===== config.mk =====
export PLATFORM = sky130hd
export DESIGN_NAME = safe_lock_ctrl
export DESIGN_NICKNAME = d
export VERILOG_FILES = /design/src/rtl/safe_pkg.sv /design/src/rtl/edge_rise.sv /design/src/rtl/safe_lock_ctrl.sv
export SDC_FILE = /design/constraint.sdc
export NUM_CORES = 1
export LEC_CHECK = 0
export BUFFER_PORTS_ARGS = -buffer_cell sky130_fd_sc_hd__buf_2
export CAP_MARGIN = 5
export CORE_ASPECT_RATIO = 1.25
export CORE_MARGIN = 2
export CORE_UTILIZATION = 46
export DETAILED_ROUTE_END_ITERATION = 16
export GPL_ROUTABILITY_DRIVEN = 0
export PLACE_DENSITY = 0.62
export RECOVER_POWER = 25
export SLEW_MARGIN = 25
export SYNTH_ARGS = -nofsm -noshare
export SYNTH_HDL_FRONTEND = slang
export SYNTH_SLANG_ARGS = --single-unit

===== constraint.sdc =====
create_clock -name clk -period 2.99 [get_ports clk]
set_input_delay 0.299 -clock clk [delete_from_list [all_inputs] [get_ports clk]]
set_output_delay 0.299 -clock clk [all_outputs]
set_load 0.05 [all_outputs]

===== src/rtl/safe_pkg.sv =====
`default_nettype none
// ============================================================================
// Module  : safe_pkg
// Brief   : Shared state encoding and parameter defaults for the safe lock.
// Revision: 1.0
// ============================================================================
package safe_pkg;

    typedef enum logic [1:0] {
        LOCKED  = 2'd0,
        OPEN    = 2'd1,
        LOCKOUT = 2'd2
    } state_t;

    localparam int unsigned c_OPEN_CYCLES_DEFAULT = 50_000_000;
    localparam int unsigned c_LOCK_CYCLES_DEFAULT = 500_000_000;
    localparam int unsigned c_MAX_FAILS_DEFAULT   = 3;

endpackage
`default_nettype wire


===== src/rtl/edge_rise.sv =====
`default_nettype none
// ============================================================================
// Module  : edge_rise
// Brief   : Rising-edge detector; history resets high so a held input is not an edge.
// Revision: 1.0
// ============================================================================
module edge_rise (
    input  logic clk,
    input  logic rst,
    input  logic d,
    output logic pulse
);

    logic r_prev;

    always_ff @(posedge clk) begin
        if (rst) begin
            r_prev <= 1'b1;
        end else begin
            r_prev <= d;
        end
    end

    assign pulse = d & ~r_prev;

endmodule
`default_nettype wire


===== src/rtl/safe_lock_ctrl.sv =====
`default_nettype none
// ============================================================================
// Module  : safe_lock_ctrl
// Brief   : Code-entry lock FSM with open hold timer and failure lockout.
// Revision: 1.0
// ============================================================================
module safe_lock_ctrl
    import safe_pkg::*;
#(
    parameter int unsigned OPEN_CYCLES = c_OPEN_CYCLES_DEFAULT,
    parameter int unsigned LOCK_CYCLES = c_LOCK_CYCLES_DEFAULT,
    parameter int unsigned MAX_FAILS   = c_MAX_FAILS_DEFAULT
) (
    input  logic       clk,
    input  logic       rst,
    input  logic       enter,
    input  logic       code_ok,
    input  logic       door_closed,
    output logic       unlock,
    output logic       alarm,
    output logic [2:0] fail_cnt
);

    localparam int unsigned c_MAX_CYCLES = (OPEN_CYCLES > LOCK_CYCLES) ? OPEN_CYCLES : LOCK_CYCLES;
    localparam int unsigned c_TIMER_W    = ($clog2(c_MAX_CYCLES) > 0) ? $clog2(c_MAX_CYCLES) : 1;
    localparam logic [c_TIMER_W-1:0] c_OPEN_LOAD = c_TIMER_W'(OPEN_CYCLES - 1);
    localparam logic [c_TIMER_W-1:0] c_LOCK_LOAD = c_TIMER_W'(LOCK_CYCLES - 1);
    localparam logic [2:0]           c_FAIL_MAX  = 3'(MAX_FAILS);

    state_t                 r_state;
    state_t                 w_next_state;
    logic [c_TIMER_W-1:0]   r_timer;
    logic [c_TIMER_W-1:0]   w_next_timer;
    logic [2:0]             r_fail;
    logic [2:0]             w_next_fail;
    logic [2:0]             w_fail_inc;
    logic                   w_submit;

    edge_rise u_edge_rise (
        .clk   (clk),
        .rst   (rst),
        .d     (enter),
        .pulse (w_submit)
    );

    always_ff @(posedge clk) begin
        if (rst) begin
            r_state <= LOCKED;
            r_timer <= '0;
            r_fail  <= 3'd0;
        end else begin
            r_state <= w_next_state;
            r_timer <= w_next_timer;
            r_fail  <= w_next_fail;
        end
    end

    assign w_fail_inc = r_fail + 3'd1;

    // Submits only matter in LOCKED, so an edge coinciding with an exit from
    // OPEN or LOCKOUT is dropped without extra qualification.
    always_comb begin
        w_next_state = r_state;
        w_next_timer = r_timer;
        w_next_fail  = r_fail;
        case (r_state)
            LOCKED: begin
                if (w_submit) begin
                    if (code_ok) begin
                        w_next_state = OPEN;
                        w_next_fail  = 3'd0;
                        w_next_timer = c_OPEN_LOAD;
                    end else begin
                        w_next_fail = w_fail_inc;
                        if (w_fail_inc == c_FAIL_MAX) begin
                            w_next_state = LOCKOUT;
                            w_next_timer = c_LOCK_LOAD;
                        end
                    end
                end
            end
            OPEN: begin
                if (r_timer != '0) begin
                    w_next_timer = r_timer - 1'b1;
                end else if (door_closed) begin
                    w_next_state = LOCKED;
                end
            end
            LOCKOUT: begin
                if (r_timer != '0) begin
                    w_next_timer = r_timer - 1'b1;
                end else begin
                    w_next_state = LOCKED;
                    w_next_fail  = 3'd0;
                end
            end
            default: begin
                w_next_state = LOCKED;
                w_next_timer = '0;
                w_next_fail  = 3'd0;
            end
        endcase
    end

    assign unlock   = (r_state == OPEN);
    assign alarm    = (r_state == LOCKOUT);
    assign fail_cnt = r_fail;

endmodule
`default_nettype wire


==> run_results.csv <==
group,metric,value,unit
cells_and_area,drive_above_1_share,11.38,%
synth,synth_xor_area_share,1.172,%
cells_and_area,finalCoreUtilization,50.85,%
floorplan,die_w,66.45,um
clocking,cts_tree,"done",
synth,yosys-top-cells-count,"35 x dfxtp_1, 26 x nor2_1, 26 x o21ai_0",
worst_setup_path,critPathLaunchType,"flip-flop",
synth,synth_top_family_by_area,"simple AND/OR/NAND/NOR gates",
timing,hold_viol_final,0,
synth,synth.most_common_cell,"dfxtp_1",
worst_setup_path,crit_chain,"nor4_2 -> nand2_1 -> nor4_2 -> nor4_1 -> buf_4 -> a221o_1",
cells_and_area,multi_input_area,0.001380,sq mm
synth,syn_nets,295,
worst_setup_path,crit_slowest_cell,"nor4_2",
drt,final_antenna_net_count,0,
global_routing,grt_pass1_vias,1986,
worst_setup_path,reg2reg_depth,6,
worst_setup_path,critPathLaunch,"r_timer[6]$_SDFFE_PP0P_",
floorplan,row_count,28,
global_routing,grt-ovfl-total,0,
pwr,power_density,1131,mW/mm^2
drt,wirelength,5704,um
drt,dr_wl_met2,2779,um
floorplan,dieArea,0.005452,sq mm
drt,drt-pass1-iter-count,4,
placed_design,port_buffers,9,
timing,max_clock_freq,407.5,MHz
clocking,cts_root_buf,"clkbuf_8",
synth,synth_edf_count,0,
clocking,cts.path.max_buffers,2,
floorplan,die_h,82.06,um
worst_setup_path,cp_slowest_stage_delay,0.47,ns
floorplan,core,0.004730,sq mm
cells_and_area,design_area,0.002405,sq mm
outcome,status,"finished clean",
drt,wl_met1,2552,um
worst_setup_path,r2r_start,"r_timer[6]$_SDFFE_PP0P_",
global_routing,grt_usage,23.06,%
worst_setup_path,ff2ff_setup_slack,0.54,ns
synth,synth_fa_ha_area_share,3.906,%
drt,vias_per_cell,5.949,
synth,synth.avg_cell_area,7.923,sq um
synth,ys.flop_type,"dfxtp_1",
timing,tightest_slew,0.8355,ns
pwr,p_leak,0.8878,nW
synth,ys_ff_latch,35,
global_routing,antenna_found_initial,0,
synth,synth_top_area_share,31.25,%
clocking,cts_sinks,35,
worst_setup_path,cp-end-kind,"flip-flop",
timing,relSlewSlack,43.79,%
worst_setup_path,crit_end,"r_timer[27]$_SDFFE_PP0P_",
global_routing,grt_max_degree,21,
synth,synth_area_leaders,"dfxtp_1 31%, o21ai_0 5.8%, a21oi_1 5.1%",
cells_and_area,nets,301,
timing,period_minus_slack,2.454,ns
synth,synthCells,283,
timing,setup_viol,0,
cells_and_area,antenna_cells,0,
timing,setup_tns,0,ns
worst_setup_path,cp_num_cells,6,
timing,drv_slew,0,
synth,synth-compound-area-share,25.73,%
synth,yosysSeqAreaShare,31.25,%
clocking,cts-htree-levels,2,
cells_and_area,seqCellArea,700.7,sq um
clocking,cts_buffers,5,
run,max_cap_viol_count,0,
synth,syn-cell-area,0.002242,sq mm
cells_and_area,fill_cells,466,
pwr,total_power,2.719,mW
worst_setup_path,r2r-end,"r_timer[27]$_SDFFE_PP0P_",
worst_setup_path,cpMostUsedCell,"nor4_2",
drt,dr.first_iter.drc_count,153,
worst_setup_path,crit_buf_inv,1,
global_routing,grt_pass1_wl,9694,um
timing,rsz0062_at_grt,"false",
drt,wl_met3,308,um
placed_design,dp_hpwl,4062,um
synth,yosysTopAreaCell,"dfxtp_1",
timing,min_period_over_period,82.08,%
clocking,clock_latency,0.28,ns
clocking,clk_pin_slew_worst_paths,0.07,ns
placed_design,placed_cells,342,
clocking,cts_hold_buffers,0,
worst_setup_path,cp_top_family,"simple AND/OR/NAND/NOR gates",
floorplan,start_util,47.41,%
pwr,ir_drop,0.4426,mV
drt,drc,0,
placed_design,placed_cell_area,0.002325,sq mm
timing,finClkSkew,0.004183,ns
floorplan,ios,10,
worst_setup_path,cp_max_fo,13,
cells_and_area,area_growth,7.255,%
worst_hold_path,hold_path_class,"in2reg",
worst_setup_path,criticalPathCategory,"reg2reg",
drt,avgRoutedWirePerCell,16.30,um
worst_setup_path,cp.arrival,2.63,ns
drt,top_layer,"met4",
synth,ys_types,53,
synth,synthMuxAreaShare,0.8929,%
synth,yosys.area_share.simple,31.19,%
clocking,cts_resized,0,
synth,yosys_warnings,0,
synth,synthArstFlopShare,0,%
drt,vias,2082,
cells_and_area,final_cells,350,
worst_setup_path,worstPathRequired,3.17,ns
clocking,cts_setup_buffers,0,
## worst min path at each step
| stage | start | to | slack [ns] | cells after the start |
|---|---|---|---|---|
| after floorplan | enter | u_edge_rise.r_prev$_SDFF_PP1_ | 0.41 | 1 |
| after global placement | r_timer[12]$_SDFFE_PP0P_ | r_timer[12]$_SDFFE_PP0P_ | 0.46 | 1 |
| after detailed placement | r_timer[17]$_SDFFE_PP0P_ | r_timer[17]$_SDFFE_PP0P_ | 0.46 | 1 |
| after CTS | enter | u_edge_rise.r_prev$_SDFF_PP1_ | 0.21 | 2 |
| after global routing | enter | u_edge_rise.r_prev$_SDFF_PP1_ | 0.22 | 2 |
| final | enter | u_edge_rise.r_prev$_SDFF_PP1_ | 0.22 | 2 |
## area by class of cell
class / instances / area share, %
Clock buffer: 6 / 3.434
Clock inverter: 2 / 1.457
Inverter: 15 / 2.341
Multi-Input combinational cell: 218 / 57.39
Sequential cell: 35 / 29.14
Tap cell: 60 / 3.122
Timing Repair Buffer: 14 / 3.122
## stage by stage
step           hold WS (ns)  setup WS, ns
2_1_floorplan        0.4056        0.7001
3_3_place_gp         0.4610        0.5452
3_5_place_dp         0.4643        0.5921
4_1_cts              0.2117        0.5653
5_1_grt              0.2241        0.1933
6_report             0.2174        0.5359
## cells in the final DEF, fill, tap and decap left out, types with 7 or more instances in the layout
master and n:
inv_1 15, dfxtp_1 35, a21oi_1 23, o21ai_0 26, ha_1 7, nor2_1 26, nor4_1 7, nand2_1 21
o2bb2ai_1 11, or3_1 9, nor3_1 15
## metal layers
layer,up-vias,global-route usage [%]
met5,-,0
met4,0,7.551
met3,8,3.699
met2,59,38.70
met1,964,30.05
li1,1051,-
## state kept, by name, indices dropped and copies added, names as in the netlist
| signal | flops |
|---|---|
| fail_cnt | 3 |
| r_state | 2 |
| r_timer | 29 |
| u_edge_rise.r_prev | 1 |
## cell families after synthesis
logic type	Yosys count
AO/OA/AOI/OAI	89
XOR/XNOR	3
adder cells (fa/ha/maj)	7
buffers and inverters	30
flip-flops	35
multiplexers	2
AND/OR/NAND/NOR	117
## where the power goes
| part | total (mW) | internal [mW] | switching, mW |
|---|---|---|---|
| Combinational | 1.54 | 0.549 | 0.987 |
| Sequential | 0.737 | 0.583 | 0.154 |
| Clock | 0.445 | 0.270 | 0.175 |
No activity file was read; power rests on OpenSTA's default activity.
